==> config.mk <==
export PLATFORM = sky130hd
export DESIGN_NAME = apb_master_arbiter_flat
export DESIGN_NICKNAME = d
export VERILOG_FILES = /design/src/rtl/apb_arb_pkg.sv /design/src/rtl/apb_master_arbiter_if.sv /design/src/rtl/rr_arbiter_2.sv /design/src/rtl/apb_master_arbiter.sv /design/src/flat_wrapper.sv
export SDC_FILE = /design/constraint.sdc
export NUM_CORES = 1
export LEC_CHECK = 0
export ABC_AREA = 1
export CAP_MARGIN = 20
export CORE_UTILIZATION = 30
export DETAILED_ROUTE_END_ITERATION = 10
export GPL_TIMING_DRIVEN = 0
export PLACE_DENSITY = 0.74
export SLEW_MARGIN = 20
export SYNTH_ARGS = -nofsm -noshare
export SYNTH_HDL_FRONTEND = slang
export SYNTH_HIERARCHICAL = 1
export SYNTH_SLANG_ARGS = --single-unit
==> constraint.sdc <==
create_clock -name hclk -period 1.6 [get_ports hclk]
set_input_delay 0.32 -clock hclk [delete_from_list [all_inputs] [get_ports hclk]]
set_output_delay 0.32 -clock hclk [all_outputs]
set_load 0.005 [all_outputs]
==> src/rtl/apb_arb_pkg.sv <==
// Shared types and constants for the two-requester APB master arbiter.
package apb_arb_pkg;

    typedef enum logic [1:0] {
        ST_IDLE   = 2'b00,
        ST_SETUP  = 2'b01,
        ST_ACCESS = 2'b10,
        ST_DONE   = 2'b11
    } apb_state_e;

    localparam int unsigned APB_DATA_W = 32;
    localparam int unsigned APB_STRB_W = 4;
    localparam int unsigned APB_PROT_W = 3;
    localparam int unsigned TO_W       = 8;

    // Reads never drive byte strobes onto the bus.
    function automatic logic [APB_STRB_W-1:0] apb_strb(input logic                  write,
                                                       input logic [APB_STRB_W-1:0] strb);
        return write ? strb : '0;
    endfunction

endpackage

==> src/rtl/apb_master_arbiter_if.sv <==
// Requester-side and APB-side signals of the arbiter, bundled with modports.
interface apb_master_arbiter_if
    import apb_arb_pkg::*;
#(
    parameter int unsigned ADDRWIDTH = 16
) ();

    logic                  req0_valid;
    logic [ADDRWIDTH-1:0]  req0_addr;
    logic                  req0_write;
    logic [APB_DATA_W-1:0] req0_wdata;
    logic [APB_STRB_W-1:0] req0_strb;
    logic [APB_PROT_W-1:0] req0_prot;
    logic                  req0_done;
    logic [APB_DATA_W-1:0] req0_rdata;
    logic                  req0_err;

    logic                  req1_valid;
    logic [ADDRWIDTH-1:0]  req1_addr;
    logic                  req1_write;
    logic [APB_DATA_W-1:0] req1_wdata;
    logic [APB_STRB_W-1:0] req1_strb;
    logic [APB_PROT_W-1:0] req1_prot;
    logic                  req1_done;
    logic [APB_DATA_W-1:0] req1_rdata;
    logic                  req1_err;

    logic [ADDRWIDTH-1:0]  paddr;
    logic                  psel;
    logic                  penable;
    logic                  pwrite;
    logic [APB_DATA_W-1:0] pwdata;
    logic [APB_STRB_W-1:0] pstrb;
    logic [APB_PROT_W-1:0] pprot;
    logic                  pready;
    logic [APB_DATA_W-1:0] prdata;
    logic                  pslverr;

    modport master (
        input  req0_valid, req0_addr, req0_write, req0_wdata, req0_strb, req0_prot,
        output req0_done, req0_rdata, req0_err,
        input  req1_valid, req1_addr, req1_write, req1_wdata, req1_strb, req1_prot,
        output req1_done, req1_rdata, req1_err,
        output paddr, psel, penable, pwrite, pwdata, pstrb, pprot,
        input  pready, prdata, pslverr
    );

    modport slave (
        output req0_valid, req0_addr, req0_write, req0_wdata, req0_strb, req0_prot,
        input  req0_done, req0_rdata, req0_err,
        output req1_valid, req1_addr, req1_write, req1_wdata, req1_strb, req1_prot,
        input  req1_done, req1_rdata, req1_err,
        input  paddr, psel, penable, pwrite, pwdata, pstrb, pprot,
        output pready, prdata, pslverr
    );

endinterface

==> src/rtl/rr_arbiter_2.sv <==
// Two-way round-robin picker; the caller owns the last-grant register.
module rr_arbiter_2 (
    input  logic [1:0] req_i,
    input  logic       last_grant_i,
    output logic [1:0] gnt_o
);

    // Single requester wins outright; on a tie the one not served last wins.
    always_comb begin
        gnt_o = 2'b00;
        unique case (req_i)
            2'b00: gnt_o = 2'b00;
            2'b01: gnt_o = 2'b01;
            2'b10: gnt_o = 2'b10;
            2'b11: gnt_o = last_grant_i ? 2'b01 : 2'b10;
        endcase
    end

endmodule

==> src/rtl/apb_master_arbiter.sv <==
// Shares one APB master port between two requesters with round-robin arbitration.
// Optional ACCESS-phase timeout is compiled in with `define APB_TIMEOUT_EN.
module apb_master_arbiter
    import apb_arb_pkg::*;
#(
    parameter int unsigned ADDRWIDTH      = 16,
    parameter int unsigned TIMEOUT_CYCLES = 255
) (
    input  logic                 hclk,
    input  logic                 hrst,
    input  logic                 pclk_en,
    apb_master_arbiter_if.master bus
);

    apb_state_e            state_q, state_d;
    logic                  last_grant_q, last_grant_d;
    logic                  owner_q, owner_d;
    logic [ADDRWIDTH-1:0]  paddr_q, paddr_d;
    logic                  psel_q, psel_d;
    logic                  penable_q, penable_d;
    logic                  pwrite_q, pwrite_d;
    logic [APB_DATA_W-1:0] pwdata_q, pwdata_d;
    logic [APB_STRB_W-1:0] pstrb_q, pstrb_d;
    logic [APB_PROT_W-1:0] pprot_q, pprot_d;
    logic                  done0_q, done0_d, done1_q, done1_d;
    logic [APB_DATA_W-1:0] rdata0_q, rdata0_d, rdata1_q, rdata1_d;
    logic                  err0_q, err0_d, err1_q, err1_d;

    logic [1:0]            gnt;
    logic                  win;
    logic                  cpl;
    logic [APB_DATA_W-1:0] cpl_rdata;
    logic                  cpl_err;

`ifdef APB_TIMEOUT_EN
    logic [TO_W-1:0]       to_cnt_q, to_cnt_d;
`else
    logic                  unused_timeout;
    assign unused_timeout = ^TO_W'(TIMEOUT_CYCLES);
`endif

    rr_arbiter_2 u_rr (
        .req_i        ({bus.req1_valid, bus.req0_valid}),
        .last_grant_i (last_grant_q),
        .gnt_o        (gnt)
    );

    assign win = gnt[1];

    // Next-state, APB output and completion logic.
    always_comb begin
        state_d      = state_q;
        last_grant_d = last_grant_q;
        owner_d      = owner_q;
        paddr_d      = paddr_q;
        psel_d       = psel_q;
        penable_d    = penable_q;
        pwrite_d     = pwrite_q;
        pwdata_d     = pwdata_q;
        pstrb_d      = pstrb_q;
        pprot_d      = pprot_q;
        done0_d      = 1'b0;
        done1_d      = 1'b0;
        rdata0_d     = rdata0_q;
        rdata1_d     = rdata1_q;
        err0_d       = err0_q;
        err1_d       = err1_q;
        cpl          = 1'b0;
        cpl_rdata    = '0;
        cpl_err      = 1'b0;
`ifdef APB_TIMEOUT_EN
        to_cnt_d     = to_cnt_q;
`endif
        unique case (state_q)
            ST_IDLE: begin
                if (pclk_en && (gnt != 2'b00)) begin
                    owner_d      = win;
                    last_grant_d = win;
                    paddr_d      = (win ? bus.req1_addr : bus.req0_addr) & ~ADDRWIDTH'(3);
                    pwrite_d     = win ? bus.req1_write : bus.req0_write;
                    pwdata_d     = win ? bus.req1_wdata : bus.req0_wdata;
                    pstrb_d      = win ? apb_strb(bus.req1_write, bus.req1_strb)
                                       : apb_strb(bus.req0_write, bus.req0_strb);
                    pprot_d      = win ? bus.req1_prot : bus.req0_prot;
                    psel_d       = 1'b1;
                    state_d      = ST_SETUP;
`ifdef APB_TIMEOUT_EN
                    to_cnt_d     = '0;
`endif
                end
            end
            ST_SETUP: begin
                if (pclk_en) begin
                    penable_d = 1'b1;
                    state_d   = ST_ACCESS;
                end
            end
            ST_ACCESS: begin
                if (pclk_en) begin
                    if (bus.pready) begin
                        cpl       = 1'b1;
                        cpl_rdata = pwrite_q ? '0 : bus.prdata;
                        cpl_err   = bus.pslverr;
                    end
`ifdef APB_TIMEOUT_EN
                    else if ((9'(to_cnt_q) + 9'd1) == 9'(TIMEOUT_CYCLES)) begin
                        cpl     = 1'b1;
                        cpl_err = 1'b1;
                    end else begin
                        to_cnt_d = to_cnt_q + 8'd1;
                    end
`endif
                end
            end
            ST_DONE: state_d = ST_IDLE;
            default: state_d = ST_IDLE;
        endcase

        // Completion ends the APB transfer and reports only to the owner.
        if (cpl) begin
            psel_d    = 1'b0;
            penable_d = 1'b0;
            state_d   = ST_DONE;
            if (owner_q) begin
                done1_d  = 1'b1;
                rdata1_d = cpl_rdata;
                err1_d   = cpl_err;
            end else begin
                done0_d  = 1'b1;
                rdata0_d = cpl_rdata;
                err0_d   = cpl_err;
            end
        end
    end

    // State and output registers with synchronous reset.
    always_ff @(posedge hclk) begin
        if (hrst) begin
            state_q      <= ST_IDLE;
            last_grant_q <= 1'b1;
            owner_q      <= 1'b0;
            paddr_q      <= '0;
            psel_q       <= 1'b0;
            penable_q    <= 1'b0;
            pwrite_q     <= 1'b0;
            pwdata_q     <= '0;
            pstrb_q      <= '0;
            pprot_q      <= '0;
            done0_q      <= 1'b0;
            done1_q      <= 1'b0;
            rdata0_q     <= '0;
            rdata1_q     <= '0;
            err0_q       <= 1'b0;
            err1_q       <= 1'b0;
`ifdef APB_TIMEOUT_EN
            to_cnt_q     <= '0;
`endif
        end else begin
            state_q      <= state_d;
            last_grant_q <= last_grant_d;
            owner_q      <= owner_d;
            paddr_q      <= paddr_d;
            psel_q       <= psel_d;
            penable_q    <= penable_d;
            pwrite_q     <= pwrite_d;
            pwdata_q     <= pwdata_d;
            pstrb_q      <= pstrb_d;
            pprot_q      <= pprot_d;
            done0_q      <= done0_d;
            done1_q      <= done1_d;
            rdata0_q     <= rdata0_d;
            rdata1_q     <= rdata1_d;
            err0_q       <= err0_d;
            err1_q       <= err1_d;
`ifdef APB_TIMEOUT_EN
            to_cnt_q     <= to_cnt_d;
`endif
        end
    end

    assign bus.paddr      = paddr_q;
    assign bus.psel       = psel_q;
    assign bus.penable    = penable_q;
    assign bus.pwrite     = pwrite_q;
    assign bus.pwdata     = pwdata_q;
    assign bus.pstrb      = pstrb_q;
    assign bus.pprot      = pprot_q;
    assign bus.req0_done  = done0_q;
    assign bus.req0_rdata = rdata0_q;
    assign bus.req0_err   = err0_q;
    assign bus.req1_done  = done1_q;
    assign bus.req1_rdata = rdata1_q;
    assign bus.req1_err   = err1_q;

endmodule

==> src/flat_wrapper.sv <==
// flat-port wrapper written by rule: the top's interface ports become plain ports
module apb_master_arbiter_flat import apb_arb_pkg::*;
#(
    parameter int unsigned ADDRWIDTH      = 16,
    parameter int unsigned TIMEOUT_CYCLES = 255
)
  (hclk, hrst, pclk_en, bus_req0_valid, bus_req0_addr, bus_req0_write, bus_req0_wdata, bus_req0_strb, bus_req0_prot, bus_req0_done, bus_req0_rdata, bus_req0_err, bus_req1_valid, bus_req1_addr, bus_req1_write, bus_req1_wdata, bus_req1_strb, bus_req1_prot, bus_req1_done, bus_req1_rdata, bus_req1_err, bus_paddr, bus_psel, bus_penable, bus_pwrite, bus_pwdata, bus_pstrb, bus_pprot, bus_pready, bus_prdata, bus_pslverr);
  apb_master_arbiter_if #(.ADDRWIDTH(ADDRWIDTH)) bus_i ();
  input  logic hclk;
  input  logic hrst;
  input  logic pclk_en;
  input wire logic [$bits(bus_i.req0_valid)-1:0] bus_req0_valid;
  input wire logic [$bits(bus_i.req0_addr)-1:0] bus_req0_addr;
  input wire logic [$bits(bus_i.req0_write)-1:0] bus_req0_write;
  input wire logic [$bits(bus_i.req0_wdata)-1:0] bus_req0_wdata;
  input wire logic [$bits(bus_i.req0_strb)-1:0] bus_req0_strb;
  input wire logic [$bits(bus_i.req0_prot)-1:0] bus_req0_prot;
  output wire logic [$bits(bus_i.req0_done)-1:0] bus_req0_done;
  output wire logic [$bits(bus_i.req0_rdata)-1:0] bus_req0_rdata;
  output wire logic [$bits(bus_i.req0_err)-1:0] bus_req0_err;
  input wire logic [$bits(bus_i.req1_valid)-1:0] bus_req1_valid;
  input wire logic [$bits(bus_i.req1_addr)-1:0] bus_req1_addr;
  input wire logic [$bits(bus_i.req1_write)-1:0] bus_req1_write;
  input wire logic [$bits(bus_i.req1_wdata)-1:0] bus_req1_wdata;
  input wire logic [$bits(bus_i.req1_strb)-1:0] bus_req1_strb;
  input wire logic [$bits(bus_i.req1_prot)-1:0] bus_req1_prot;
  output wire logic [$bits(bus_i.req1_done)-1:0] bus_req1_done;
  output wire logic [$bits(bus_i.req1_rdata)-1:0] bus_req1_rdata;
  output wire logic [$bits(bus_i.req1_err)-1:0] bus_req1_err;
  output wire logic [$bits(bus_i.paddr)-1:0] bus_paddr;
  output wire logic [$bits(bus_i.psel)-1:0] bus_psel;
  output wire logic [$bits(bus_i.penable)-1:0] bus_penable;
  output wire logic [$bits(bus_i.pwrite)-1:0] bus_pwrite;
  output wire logic [$bits(bus_i.pwdata)-1:0] bus_pwdata;
  output wire logic [$bits(bus_i.pstrb)-1:0] bus_pstrb;
  output wire logic [$bits(bus_i.pprot)-1:0] bus_pprot;
  input wire logic [$bits(bus_i.pready)-1:0] bus_pready;
  input wire logic [$bits(bus_i.prdata)-1:0] bus_prdata;
  input wire logic [$bits(bus_i.pslverr)-1:0] bus_pslverr;
  assign bus_i.req0_valid = bus_req0_valid;
  assign bus_i.req0_addr = bus_req0_addr;
  assign bus_i.req0_write = bus_req0_write;
  assign bus_i.req0_wdata = bus_req0_wdata;
  assign bus_i.req0_strb = bus_req0_strb;
  assign bus_i.req0_prot = bus_req0_prot;
  assign bus_req0_done = bus_i.req0_done;
  assign bus_req0_rdata = bus_i.req0_rdata;
  assign bus_req0_err = bus_i.req0_err;
  assign bus_i.req1_valid = bus_req1_valid;
  assign bus_i.req1_addr = bus_req1_addr;
  assign bus_i.req1_write = bus_req1_write;
  assign bus_i.req1_wdata = bus_req1_wdata;
  assign bus_i.req1_strb = bus_req1_strb;
  assign bus_i.req1_prot = bus_req1_prot;
  assign bus_req1_done = bus_i.req1_done;
  assign bus_req1_rdata = bus_i.req1_rdata;
  assign bus_req1_err = bus_i.req1_err;
  assign bus_paddr = bus_i.paddr;
  assign bus_psel = bus_i.psel;
  assign bus_penable = bus_i.penable;
  assign bus_pwrite = bus_i.pwrite;
  assign bus_pwdata = bus_i.pwdata;
  assign bus_pstrb = bus_i.pstrb;
  assign bus_pprot = bus_i.pprot;
  assign bus_i.pready = bus_pready;
  assign bus_i.prdata = bus_prdata;
  assign bus_i.pslverr = bus_pslverr;
  apb_master_arbiter #(.ADDRWIDTH(ADDRWIDTH), .TIMEOUT_CYCLES(TIMEOUT_CYCLES)) u_core (.hclk(hclk), .hrst(hrst), .pclk_en(pclk_en), .bus(bus_i));
endmodule
==> reports/qor.txt <==
RUN STATUS
--------------------------------------------------------------------------------------
Result of the run                                                         finished, final reports clean

STA
--------------------------------------------------------------------------------------
Total Negative Setup Slacks                                                       0 ns
Post-layout min period                                                         1.56 ns
Final count of pins violating max slew                                               0
Final Skew                                                                   0.0104 ns
Final hold vios                                                                      0
Unrepaired setup endpoints after global routing                                     no
Endpoints failing setup                                                              0
Fraction of the cycle the final worst path needs                                 97.7%
Highest Clock Rate                                                             640 MHz

CTS
--------------------------------------------------------------------------------------
Number of buffers on the longest clock path                                          2
Clock root buffer master                                                     clkbuf_16
Max H-tree Level                                                                     4
Insertion delay to the later sink of the worst-skew pair                       0.41 ns
TritonCTS clock tree                                                              done
Setup bufs post-CTS                                                                  0
Number of sinks on the clock net                                                   128
Number of buffers created by CTS                                                    17
Worst-path clk slew                                                            0.06 ns
Hold-fix buffers, CTS                                                                0

LAYOUT
--------------------------------------------------------------------------------------
Share of post-route cells with drive strength above 1                            9.62%
Final non-filler cell total                                                      1,285
Diode insertion count for antenna repair                                             0
Layout overhead on the synthesized area                                          73.4%
Sequential cell area                                                         2580 um^2
Filler cells                                                                     1,647
Final net count                                                                  1,198
Combined area of the multi-input logic cells                                 2420 um^2

FLOORPLANNING
--------------------------------------------------------------------------------------
Width of the chip                                                               135 um
Number of ports placed on the die boundary                                         277
Die outline area                                                           18,300 um^2
Initial core utilization                                                         30.8%
Floorplan die height                                                            135 um
Number of core rows                                                                 48
Placeable Area                                                             17,300 um^2

GLOBAL ROUTING
--------------------------------------------------------------------------------------
GRT Overall Usage                                                                19.6%
Via count of the first global-routing pass                                       5,640
Largest net degree at the start of global routing                                   17
Wire length of the first global-routing pass                                 28,100 um
Number of antenna violations at the first check in global routing                    0
Global route total overflow                                                          0

HOLD PATH
--------------------------------------------------------------------------------------
Hold Crit Class                                                           flop to flop

ROUTE
--------------------------------------------------------------------------------------
Post-DR vias/cell                                                                 4.61
Average wire per cell in the routed design                                     14.0 um
DRC violation count after routing                                                    0
Count of vias placed by the detailed router                                      5,930
Starting DRC count in detailed routing                                             231
Final antenna-violating net count                                                    0
Number of detailed-route iterations in the first pass                                4
Final Routed Wirelength                                                      18,000 um

POWER
--------------------------------------------------------------------------------------
Internal power component                                                       7.09 mW
Sequential power share                                                           37.3%
Clk network pwr share                                                            45.9%
Max IR drop VDD                                                               0.658 mV
Leak                                                                           5.12 nW
Portion of total power attributed to combinational logic                         16.8%
Total power divided by cell area                                          1020 nW/um^2
Switching fraction of total power                                                24.4%
Net load switching power                                                       2.29 mW

YOSYS
--------------------------------------------------------------------------------------
Area share of the leading cell type in the synthesized netlist                   48.1%
Number of distinct standard cells referenced by the synthesized netlist             19
Top cell type by total area after synthesis                                    dfxtp_1
Combinational family with the most area after synthesis                   simple AND/OR/NAND/NOR gates
Count of mapped cells out of synthesis                                             758
Area fraction in compound gates after synthesis                                  11.8%
Area share of fa/ha/maj cells after synthesis                                       0%
Mapped Avg Cell Area                                                         7.02 um^2
Leading cell types by total area after synthesis                          dfxtp_1 (48%), nand2_1 (16%), nor2_1 (8.0%), nand3_1 (7.2%), a21oi_1 (6.6%)
Mux cell area share after synthesis                                                 0%
Number of synthesized register bits                                                128
Share of synthesized cell area in and, or, nand and nor gates                    32.9%
Cell Area, Synth                                                             5320 um^2
Share of the synthesized netlist area taken by xor and xnor gates                   0%
Yosys warnings                                                                       6
Sequential cell area fraction in the yosys report                                48.1%

SETUP PATH
--------------------------------------------------------------------------------------
Arr. time, crit path                                                           1.24 ns
Endpoint type of the worst setup path                                      output port
Crit path buffers/inverters                                                          1
Kind of launch point of the worst setup path                                      flop
Critical Path RT                                                               1.28 ns
Worst Setup Path Type                                                     flop to output port
Max FO, Critical Path                                                                2
Critical path cell sequence                                               clkdlybuf4s50_1
Slowest cell delay on critical path                                            0.52 ns
Kind of cell adding the most delay to the critical path                   buffers and inverters
CP max stage cell                                                         clkdlybuf4s50_1

PLACEMENT
--------------------------------------------------------------------------------------
GPL Wtd Cong                                                                     0.836
Detailed Place HPWL                                                          13,400 um
Total placed cells including tap cells                                           1,253
Port buffer count                                                                  269

RUN
--------------------------------------------------------------------------------------
Total of max-cap violations                                                          0

## area by class of cell
class,count,area share [%]
Buffer,58,4.09
Clock buffer,20,4.95
Clock inverter,12,2.22
Inverter,13,0.528
Multi-Input combinational cell,560,26.2
Sequential cell,128,27.9
Tap cell,225,3.05
Timing Repair Buffer,269,31.1
## worst paths after layout
| check | cells after the start | start | slack (ns) | endpoint |
|---|---|---|---|---|
| worst max-delay path | 1 | u_core/bus.req1_rdata[0] | 0.04 | bus_req1_rdata[0] |
| worst min-delay path | 2 | u_core/bus.psel | 0.44 | u_core/bus.psel |
| worst max register to register | 7 | u_core/last_grant_q | 0.18 | u_core/bus.pwdata[19] |
| worst min register to register | 2 | u_core/bus.psel | 0.44 | u_core/bus.psel |
## placed cells by master, fill, tap and decap left out, types with 6 or more instances in the layout
cell type        instances
o21ai_0                 45
inv_1                    7
clkbuf_16               17
buf_2                   15
dfxtp_2                  8
nor2_1                 111
a21oi_1                 69
clkdlybuf4s50_1        171
nand3_1                 77
dlygate4sd2_1           18
buf_6                   10
dlymetal6s2s_1          80
buf_4                    9
clkbuf_1                15
inv_2                    6
dfxtp_1                119
o21ai_1                 10
nand2_1                232
## state kept, by name, indices dropped and copies added, names as in the netlist
signal	count
u_core/bus.pwdata	32
u_core/bus.req0_rdata	32
u_core/bus.req1_rdata	32
u_core/bus.paddr	14
u_core/bus.pstrb	4
u_core/bus.pprot	3
u_core/state_q	2
u_core/bus.penable	1
u_core/bus.psel	1
u_core/bus.pwrite	1
u_core/bus.req0_done	1
u_core/bus.req0_err	1
u_core/bus.req1_done	1
u_core/bus.req1_err	1
u_core/last_grant_q	1
u_core/owner_q	1
## kinds of logic after synthesis
kind of cell / Yosys count
compound gates: 126
simple gates: 432
flops: 128
other cells: 1
buf+inv: 71
## metal layers
layer	share of wire [%]	routed length [um]	GRT usage (%)	vias to the layer above
met5	0	0	0	-
met4	1.3	235	5.99	0
met3	8.4	1520	6.55	14
met2	48	8720	33.1	226
met1	42	7560	23.5	2672
li1	-	-	-	3018
## power groups by stage
stage / Clock [mW] / Sequential [mW] / Combinational [mW]
floorplan: 0 / 3.57 / 0.613
global placement: 0 / 3.56 / 1.58
detailed placement: 0 / 3.56 / 1.59
CTS: 4.40 / 3.50 / 1.61
global route: 4.56 / 3.52 / 1.74
finish: 4.30 / 3.50 / 1.58
## tightest hold or removal path, cell delays in order, from the launching register on
cell,delay (ns)
dfxtp_1,0.30
inv_1,0.04
a21oi_1,0.05
## per-stage QoR
stage                     hold WS (ns)  power, mW  area [um^2]  util [%]  setup slack, ns
after floorplan                  0.423       4.18         5330         -            0.221
after global placement           0.435       5.14         8300      48.0           -0.593
after detailed placement         0.442       5.15         8300      48.0           -0.625
after CTS                        0.450       9.50         8990      52.0          0.00103
after global routing             0.469       9.82         9230      53.4       0.00000200
final                            0.442       9.38         9230      53.4           0.0371
## timing repair
item / 4_1_cts / 5_1_grt
resized for setup: 39 / 103
pin swaps: 2 / 2
endpoints found under the setup margin: 73 / 137
## cell usage after synthesis
| master | n |
|---|---|
| buf_4 | 8 |
| nor2_2 | 3 |
| nor3_1 | 2 |
| a21oi_1 | 70 |
| conb_1 | 1 |
| inv_2 | 6 |
| o21ai_1 | 7 |
| buf_6 | 6 |
| inv_1 | 7 |
| nand2_2 | 3 |
| o21ai_0 | 49 |
| nor2_1 | 114 |
| nand2_1 | 232 |
| dfxtp_1 | 128 |
| nor2_8 | 1 |
| clkbuf_1 | 19 |
| buf_2 | 24 |
| clkbuf_4 | 1 |
| nand3_1 | 77 |
Note: power is estimated with default switching activity, not from simulation.
